$ cat src/rtl/instr_fetch_unit_pkg.sv
// Shared types and helpers for the instruction fetch unit: FSM states, byte geometry,
// the default NOP and the big-endian byte-lane mapping.
package fetch_pkg;

    typedef enum logic [2:0] {
        IDLE  = 3'd0,
        ISSUE = 3'd1,
        WAIT  = 3'd2,
        DONE  = 3'd3,
        HALT  = 3'd4
    } fetch_state_e;

    localparam int          BYTE_W           = 8;
    localparam int          BYTES_PER_WORD   = 4;
    localparam logic [31:0] DEFAULT_NOP_WORD = 32'h0000_0000;

    // MIPS big-endian: byte 0 of a word lands in bits 31:24, byte 3 in bits 7:0.
    function automatic logic [4:0] byte_lane_lsb(input logic [1:0] idx);
        return 5'd24 - {idx, 3'b000};
    endfunction

endpackage

$ cat src/rtl/instr_fetch_unit_byte_assembler.sv
// Four-lane capture register: loads one byte per strobe into the big-endian lane
// selected by idx; clear (or reset) returns the whole word to CLEAR_WORD.
module byte_assembler
    import fetch_pkg::*;
#(
    parameter logic [31:0] CLEAR_WORD = DEFAULT_NOP_WORD
) (
    input  logic              clk,
    input  logic              reset,
    input  logic              clear,
    input  logic              load,
    input  logic [1:0]        idx,
    input  logic [BYTE_W-1:0] din,
    output logic [31:0]       word
);

    logic [31:0] word_q;
    logic [31:0] word_d;

    // Next word: clear wins over a lane load.
    always_comb begin
        word_d = word_q;
        if (clear) begin
            word_d = CLEAR_WORD;
        end else if (load) begin
            word_d[byte_lane_lsb(idx) +: BYTE_W] = din;
        end else begin
            word_d = word_q;
        end
    end

    // Word register.
    always_ff @(posedge clk) begin
        if (reset) begin
            word_q <= CLEAR_WORD;
        end else begin
            word_q <= word_d;
        end
    end

    assign word = word_q;

endmodule

$ cat src/rtl/instr_fetch_unit.sv
// Instruction fetch unit: reads four bytes of the word at pc from a byte-wide synchronous
// ROM, assembles them big-endian and pulses clock_enable once per completed fetch.
// Define FETCH_CACHE_EN to add a one-entry {pc, word} cache that turns repeat fetches into 1-cycle hits.
module instr_fetch_unit
    import fetch_pkg::*;
#(
    parameter int          ADDR_W      = 10,
    parameter int          MEM_LATENCY = 1,
    parameter logic [31:0] NOP_WORD    = DEFAULT_NOP_WORD
) (
    input  logic              clk,
    input  logic              reset,
    input  logic [31:0]       pc,
    output logic [31:0]       instr,
    output logic              instr_valid,
    output logic              clock_enable,
    output logic              mem_en,
    output logic [ADDR_W-1:0] mem_addr,
    input  logic [7:0]        mem_rdata,
    output logic              align_fault,
    output logic              range_err
);

    localparam logic [2:0] LAT_LAST = 3'(MEM_LATENCY);

    fetch_state_e      state_q, state_d;
    logic [1:0]        k_q, k_d;
    logic [2:0]        lat_q, lat_d;
    logic [31:0]       instr_q, instr_d;
    logic              instr_valid_q, instr_valid_d;
    logic              clock_enable_q, clock_enable_d;
    logic              mem_en_q, mem_en_d;
    logic [ADDR_W-1:0] mem_addr_q, mem_addr_d;
    logic              align_fault_q, align_fault_d;
    logic              range_err_q, range_err_d;

    logic              misaligned;
    logic              out_of_range;
    logic              asm_clear;
    logic              asm_load;
    logic [31:0]       asm_word;
    logic              cache_hit;
    logic [31:0]       cache_word;

    assign misaligned   = (pc[1:0] != 2'b00);
    assign out_of_range = (pc[31:ADDR_W] != {(32-ADDR_W){1'b0}});

    byte_assembler #(
        .CLEAR_WORD (NOP_WORD)
    ) u_byte_assembler (
        .clk   (clk),
        .reset (reset),
        .clear (asm_clear),
        .load  (asm_load),
        .idx   (k_q),
        .din   (mem_rdata),
        .word  (asm_word)
    );

`ifdef FETCH_CACHE_EN
    logic        cache_valid_q, cache_valid_d;
    logic [31:0] cache_tag_q, cache_tag_d;
    logic [31:0] cache_word_q, cache_word_d;

    assign cache_hit  = cache_valid_q && (cache_tag_q == pc);
    assign cache_word = cache_word_q;

    // Only a completed memory fetch (WAIT -> DONE) fills the entry.
    always_comb begin
        cache_valid_d = cache_valid_q;
        cache_tag_d   = cache_tag_q;
        cache_word_d  = cache_word_q;
        if ((state_q == WAIT) && (state_d == DONE)) begin
            cache_valid_d = 1'b1;
            cache_tag_d   = pc;
            cache_word_d  = instr_d;
        end else begin
            cache_valid_d = cache_valid_q;
        end
    end

    // Cache entry registers.
    always_ff @(posedge clk) begin
        if (reset) begin
            cache_valid_q <= 1'b0;
            cache_tag_q   <= 32'h0000_0000;
            cache_word_q  <= NOP_WORD;
        end else begin
            cache_valid_q <= cache_valid_d;
            cache_tag_q   <= cache_tag_d;
            cache_word_q  <= cache_word_d;
        end
    end
`else
    assign cache_hit  = 1'b0;
    assign cache_word = NOP_WORD;
`endif

    // Fetch sequencing; outputs are registered from the next state so they line up with it.
    always_comb begin
        state_d       = state_q;
        k_d           = k_q;
        lat_d         = lat_q;
        instr_d       = instr_q;
        instr_valid_d = instr_valid_q;
        align_fault_d = align_fault_q;
        range_err_d   = 1'b0;
        asm_clear     = 1'b0;
        asm_load      = 1'b0;

        case (state_q)
            IDLE: begin
                if (misaligned) begin
                    state_d       = HALT;
                    align_fault_d = 1'b1;
                    instr_d       = NOP_WORD;
                    instr_valid_d = 1'b0;
                end else if (out_of_range) begin
                    state_d       = DONE;
                    instr_d       = NOP_WORD;
                    instr_valid_d = 1'b1;
                    range_err_d   = 1'b1;
                end else if (cache_hit) begin
                    state_d       = DONE;
                    instr_d       = cache_word;
                    instr_valid_d = 1'b1;
                end else begin
                    state_d       = ISSUE;
                    k_d           = 2'd0;
                    instr_valid_d = 1'b0;
                    asm_clear     = 1'b1;
                end
            end
            ISSUE: begin
                state_d = WAIT;
                lat_d   = 3'd1;
            end
            WAIT: begin
                if (lat_q == LAT_LAST) begin
                    asm_load = 1'b1;
                    if (k_q == 2'd3) begin
                        // The last byte bypasses the assembler so instr is complete in DONE.
                        state_d       = DONE;
                        instr_d       = asm_word;
                        instr_d[byte_lane_lsb(k_q) +: BYTE_W] = mem_rdata;
                        instr_valid_d = 1'b1;
                    end else begin
                        state_d = ISSUE;
                        k_d     = k_q + 2'd1;
                    end
                end else begin
                    lat_d = lat_q + 3'd1;
                end
            end
            DONE: begin
                state_d = IDLE;
            end
            HALT: begin
                state_d = HALT;
                instr_d = NOP_WORD;
            end
            default: begin
                state_d = IDLE;
            end
        endcase

        clock_enable_d = (state_d == DONE);
        mem_en_d       = (state_d == ISSUE);
        mem_addr_d     = mem_en_d ? (pc[ADDR_W-1:0] + {{(ADDR_W-2){1'b0}}, k_d}) : mem_addr_q;
    end

    // State and output registers.
    always_ff @(posedge clk) begin
        if (reset) begin
            state_q        <= IDLE;
            k_q            <= 2'd0;
            lat_q          <= 3'd0;
            instr_q        <= NOP_WORD;
            instr_valid_q  <= 1'b0;
            clock_enable_q <= 1'b0;
            mem_en_q       <= 1'b0;
            mem_addr_q     <= {ADDR_W{1'b0}};
            align_fault_q  <= 1'b0;
            range_err_q    <= 1'b0;
        end else begin
            state_q        <= state_d;
            k_q            <= k_d;
            lat_q          <= lat_d;
            instr_q        <= instr_d;
            instr_valid_q  <= instr_valid_d;
            clock_enable_q <= clock_enable_d;
            mem_en_q       <= mem_en_d;
            mem_addr_q     <= mem_addr_d;
            align_fault_q  <= align_fault_d;
            range_err_q    <= range_err_d;
        end
    end

    assign instr        = instr_q;
    assign instr_valid  = instr_valid_q;
    assign clock_enable = clock_enable_q;
    assign mem_en       = mem_en_q;
    assign mem_addr     = mem_addr_q;
    assign align_fault  = align_fault_q;
    assign range_err    = range_err_q;

endmodule

$ cat config.mk
export PLATFORM = sky130hd
export DESIGN_NAME = instr_fetch_unit
export DESIGN_NICKNAME = d
export VERILOG_FILES = /design/src/rtl/instr_fetch_unit_pkg.sv /design/src/rtl/instr_fetch_unit_byte_assembler.sv /design/src/rtl/instr_fetch_unit.sv
export SDC_FILE = /design/constraint.sdc
export NUM_CORES = 1
export LEC_CHECK = 0
export ABC_AREA = 1
export BUFFER_PORTS_ARGS = -buffer_cell sky130_fd_sc_hd__buf_2
export CAP_MARGIN = 20
export CORE_ASPECT_RATIO = 1.2
export CORE_UTILIZATION = 45
export CTS_CLUSTER_DIAMETER = 120
export DETAILED_ROUTE_END_ITERATION = 10
export PLACE_DENSITY = 0.72
export SYNTH_ARGS = -nofsm -noshare
export SYNTH_HDL_FRONTEND = slang
export SYNTH_SLANG_ARGS = --single-unit
export TNS_END_PERCENT = 10
$ cat constraint.sdc
create_clock -name clk -period 3.2 [get_ports clk]
set_clock_uncertainty 0.05 [all_clocks]
set_input_delay 0.32 -clock clk [delete_from_list [all_inputs] [get_ports clk]]
set_output_delay 0.32 -clock clk [all_outputs]
set_load 0.01 [all_outputs]
# Word level (Yosys, flattened, before mapping)
# Index checks and enable logic that the tools add are counted.
[classes]
n_addsub = 5
n_mul = 0
div = 0
order_cmp = 0
eq_ne = 11
n_shift = 2
mux = 28
bitwise = 1
n_reduce_logical = 12
[ops]
columns = ["op", "count"]
rows = [
  ["$mux 32", 4],
  ["$pmux 32 s3", 1],
  ["$bwmux 32", 1],
  ["$shift 8x7->32 const A", 1],
  ["$shiftx 8x7->32", 1],
  ["$reduce_bool 22->1", 1],
  ["$mux 2", 6],
  ["$pmux 3 s4", 1],
  ["$add 10x2->10", 1],
  ["$eq 3x1->1 const B", 3],
  ["$mux 1", 9],
  ["$mux 3", 3],
  ["$neg 5->7", 1],
  ["$eq 3x2->1 const B", 2],
  ["$ne 2x2->1 const B", 3],
  ["$pmux 3 s2", 1],
  ["$reduce_bool 2->1", 3],
  ["$sub 5x5->5 const A", 1],
  ["$pmux 2 s2", 1],
  ["$reduce_and 2->1", 2],
  ["$reduce_and 4->1", 1],
  ["$reduce_or 2->1", 2],
  ["$add 3x1->3 const B", 1],
  ["$eq 3x3->1 const B", 1],
  ["8 further kinds", 8],
]
[word_totals]
register_bits = 87
latch_bits = 0
mem_bits_rw = 0
rom_bits = 0
inputBits = 42
elab_cells = 70
n_memories = 0

# Logic depth before layout (Yosys ltp)
[logic_depth]
depth_word = 7
depth_mapped = 19

# By module
# From an unflattened synthesis, not the netlist that was laid out.
[hier_totals]
hier_cells = 729
hier_area_um2 = 4712.0
[modules_own_cells]
columns = ["module", "instances", "cells_per_inst", "area_per_inst_um2", "seq_area_each_um2"]
rows = [
  ["instr_fetch_unit", 1, 537, 3331.9, 1101.1],
  ["byte_assembler", 1, 192, 1380.1, 640.6],
]

# Least setup slack after synthesis
# No wires, ideal clock.
[synth_timing]
path_kind = "reg2reg"
from = "register lat_q[0]"
to = "register mem_addr_q[6] (netlist: mem_addr[6])"
setup_time_ps = 110
arrival_time_ps = 2348
t_required_ps = 3040
slack_ps = 692
stages_incl_launch_ff = 17
n_path_buf = 1
synth_period_minus_slack_ps = 2508
cell_sequence = "dfxtp_1 -> ha_1 -> nand2_1 -> inv_1 -> nand2_1 -> buf_2 -> or2_0 -> nand2_1 -> ha_1 -> inv_1 -> fa_1 -> nor2_1 -> nand4_1 -> nand2_1 -> nand4_1 -> nand2_1 -> nor2_1"
[synth_between]
elab_chain_len = 4
[synth_lines]
columns = ["item", "line", "text"]
rows = [
  ["start, declared", "instr_fetch_unit.sv:28", "logic [2:0] lat_q, lat_d;"],
  ["start signal, assigned", "instr_fetch_unit.sv:188", "lat_q <= lat_d;"],
  ["$eq 3x1->1", "instr_fetch_unit.sv:139", "if (lat_q == LAT_LAST) begin"],
  ["$mux 2", "instr_fetch_unit.sv:139", ""],
  ["$pmux 2 s2", "instr_fetch_unit.sv:111", "case (state_q)"],
  ["via k_d[0]", "instr_fetch_unit.sv:27", "logic [1:0] k_q, k_d;"],
  ["$add 10x2->10", "instr_fetch_unit.sv:169", "mem_addr_d = mem_en_d ? (pc[ADDR_W-1:0] + {{(ADDR_W-2){1'b0}}, k_d}) : mem_addr_q;"],
  ["end signal, assigned", "instr_fetch_unit.sv:182", "mem_addr_q <= {ADDR_W{1'b0}};"],
  ["end signal, assigned", "instr_fetch_unit.sv:193", "mem_addr_q <= mem_addr_d;"],
  ["end, declared", "instr_fetch_unit.sv:33", "logic [ADDR_W-1:0] mem_addr_q, mem_addr_d;"],
]
# The timed path passes the listed nets, and every way through them passes these cells.
# A chain may end at the register's enable or synchronous reset.

# Worst setup path in the final report
[layout_timing]
from = "register k_q[0]"
to = "register mem_addr_q[8] (netlist: mem_addr[8])"
[layout_between]
elab_chain_len = 5
[layout_lines]
columns = ["item", "line", "text"]
rows = [
  ["start, declared", "instr_fetch_unit.sv:27", ""],
  ["start signal, assigned", "instr_fetch_unit.sv:187", "k_q <= k_d;"],
  ["$add 2x1->2 or $eq 2x2->1 (tied branches)", "instr_fetch_unit.sv:149, instr_fetch_unit.sv:141", ""],
  ["$mux 2 (*)", "instr_fetch_unit.sv:141", "if (k_q == 2'd3) begin"],
  ["$mux 2 (*)", "instr_fetch_unit.sv:139", ""],
  ["$pmux 2 s2 (*)", "instr_fetch_unit.sv:111", ""],
  ["via k_d[1]", "instr_fetch_unit.sv:27", ""],
  ["$add 10x2->10 (*)", "instr_fetch_unit.sv:169", ""],
]
# Mark *: on every way through the listed nets, which the timed path passes. The rest lies on a longest branch.

==> results.tsv <==
metric	value	unit
cells along the critical path	inv_1 > ha_1 > or2_0 > nand2_1 > inv_1 > fa_1 > nor2_1 > nand4_1 > nand2_1 > nand4_1 > nand2_1 > nor2_1	
P_sw	0.7761	mW
proportion of layout cells with a drive suffix above 1	17.33	%
buffers plus inverters on the worst setup path	2	
setup violators final	0	
Final Slew Violations	0	
hold_buf cts	0	
Critical Path Source Type	register	
peak supply drop	0.0002651	V
sequential share of power	43.6	%
sequential element share of the synthesized area	39.32	%
worst-path fanout max	10	
Max transition margin	58.28	%
CP dominant cell by count	nand2_1	
drt first-iter violations	264	
clock-pin slew on the worst setup and hold paths	0.06	ns
# clock sinks	87	
setup TNS	0	ns
Synth top area share	39.32	%
diode count	0	
# DRC	0	
CTS tree	yes	
Post-Syn Area	0.004429	mm2
htree depth	3	
largest net degree at the start of global routing	33	
CTS Buffer Depth	2	
total CTS buffers	9	
# rows	39	
achievable frequency	367.8	MHz
CP delay by family, top	simple AND/OR/NAND/NOR gates	
Slew @ Worst Pin	0.6219	ns
total power	2.732	mW
Worst EP required	3.38	ns
mean cell area of the mapped netlist	6.752	um2
Starting Density	46.31	%
fin nets	782	
top cells by area, synth	dfxtp_1 (39%), nor2_1 (12%), nand2_1 (10%)	
YS warnings	0	
Worst Setup SP	k_q[0]$_SDFF_PP0_	
first-pass GRT wire length	18.48	mm
core area	0.009564	mm2
min-delay src	reset	
Tmin final	2.719	ns
routed vias	4347	
data arrival time of the critical path	2.90	ns
Seq cells post-synth	87	
Yosys cell types	33	
reg2reg start	k_q[0]$_SDFF_PP0_	
RSZ-0062 raised after global routing	false	
Int Power	1.956	mW
most frequent cells in the layout	nor2_1 (143), nand2_1 (119), buf_2 (88)	
final instance area	0.005218	mm2
power density cells	523.7	mW/mm2
status	finished clean	
area grow syn2layout	17.80	%
Setup Crit Path Kind	register to register	
Final ANT Viol Nets	0	
Port-buffer cells	88	
type of the most critical hold path	primary input to register	
Pre-antenna DRT Iters	5	
WL per Instance	12.67	um
buffer count from post-CTS setup fixing	0	
clock share of power	39.3	%
Post-DP Area	0.004910	mm2
Max Cap Viol	0	
total routed wirelength	10.85	mm
post-synth top area cell	dfxtp_1	
post-cts repair resize count	0	
CP max stage cell	dfxtp_1	
syn nets	710	
commonest non-fill, non-tap cell in the layout	nor2_1	
number of antenna violations at the first check in global routing	0	
die area	0.01025	mm2
total grt overflow	0	
crit-path max cell delay	0.52	ns
Die Span Y	110.7	um
Worst-Skew Late Latency	0.34	ns
crit end category	register	
DR vias/cell	5.078	
number of top-level pins	89	
Post-Syn Instances	656	
routability cong.	0.8915	
Pleak	2.645	nW
Gate power share	17.0	%
Final period util	84.96	%
final hold vios	0	
post-DP HPWL	7.590	mm
clock root cell	clkbuf_16	
Sw Share	28.40	%
total track usage	22.27	%
DIE WIDTH	92.57	um
vias in the first global route	4152	
## state kept, by name, summed over array words and instances, names as in the netlist, 2 cells and up
| register | cells |
|---|---|
| mem_addr | 10 |
| u_byte_assembler.word | 32 |
| instr | 32 |
| k_q | 2 |
| state_q | 3 |
| lat_q | 3 |
## per-layer routing
| metal | vias up | track usage, % | wire length [um] |
|---|---|---|---|
| li1 | 2220 | - | - |
| met1 | 1939 | 27.56 | 4770 |
| met2 | 156 | 36.59 | 5092 |
| met3 | 32 | 4.938 | 646 |
| met4 | 0 | 10.10 | 340 |
| met5 | - | 0 | 0 |
## path summary, 6_finish.rpt
check                                           to  slack [ns]  depth (start not counted)
min reg2reg  u_byte_assembler.word[8]$_SDFFE_PP0P_        0.41                          2
min                          state_q[0]$_SDFF_PP0_        0.27                          2
max                       mem_addr[8]$_SDFFE_PP0P_        0.48                         12
max reg2reg               mem_addr[8]$_SDFFE_PP0P_        0.48                         12
## power by group through the flow
stage               registers [mW]  clock network (mW)  logic, mW
finish                        1.19                1.08      0.465
global route                  1.20                1.14      0.530
CTS                           1.19                1.09      0.467
detailed placement            1.22                   0      0.464
global placement              1.21                   0      0.453
floorplan                     1.25                   0      0.291
## stage by stage
step / utilization (%) / hold WS [ns] / worst slack (ns) / std cells
2_1_floorplan: - / 0.3485 / 0.6916 / 656
3_3_place_gp: 51.33 / 0.3881 / 0.6294 / 840
3_5_place_dp: 51.33 / 0.3984 / 0.5168 / 840
4_1_cts: 54.55 / 0.2579 / 0.4770 / 856
5_1_grt: 54.55 / 0.2767 / 0.1582 / 856
6_report: 54.55 / 0.2683 / 0.4813 / 856
## cell type report
| cell class | instances | area, um2 |
|---|---|---|
| repair buffers | 96 | 500.5 |
| fillers | 973 | 4347 |
| clock inverters | 6 | 68.82 |
| well taps | 123 | 153.9 |
| inverters | 89 | 334.1 |
| flip-flops and latches | 87 | 1742 |
| multi-input cells | 445 | 2180 |
| clock buffers | 10 | 239.0 |
## Yosys cell counts
master / instances
a211oi_1: 22
a211oi_2: 2
a21o_1: 1
a21oi_1: 8
and2_1: 11
buf_1: 1
buf_2: 18
buf_4: 2
buf_6: 2
clkbuf_1: 12
clkinv_1: 2
dfxtp_1: 87
fa_1: 1
ha_1: 11
inv_1: 86
inv_2: 1
nand2_1: 120
nand2_2: 4
nand3_1: 38
nand4_1: 15
nor2_1: 143
nor2_2: 3
nor2_4: 1
nor3_1: 1
nor3_2: 1
o21a_1: 1
o21ai_0: 26
o21ai_1: 1
o21ai_2: 1
o22ai_1: 26
or2_0: 4
or2_2: 1
xor2_1: 3
## cell families (layout without fill, tap and decap cells)
kind of cell    count (synthesis)  in the layout  share of synthesized area [%]
buf+inv                       124            201                          11.53
flops                          87             87                          39.32
compound gates                 88             88                          12.46
fa+ha+maj                      12             12                          3.559
simple gates                  342            342                          32.54
xor+xnor                        3              3                         0.5933
(Power assumes the default switching activity.)
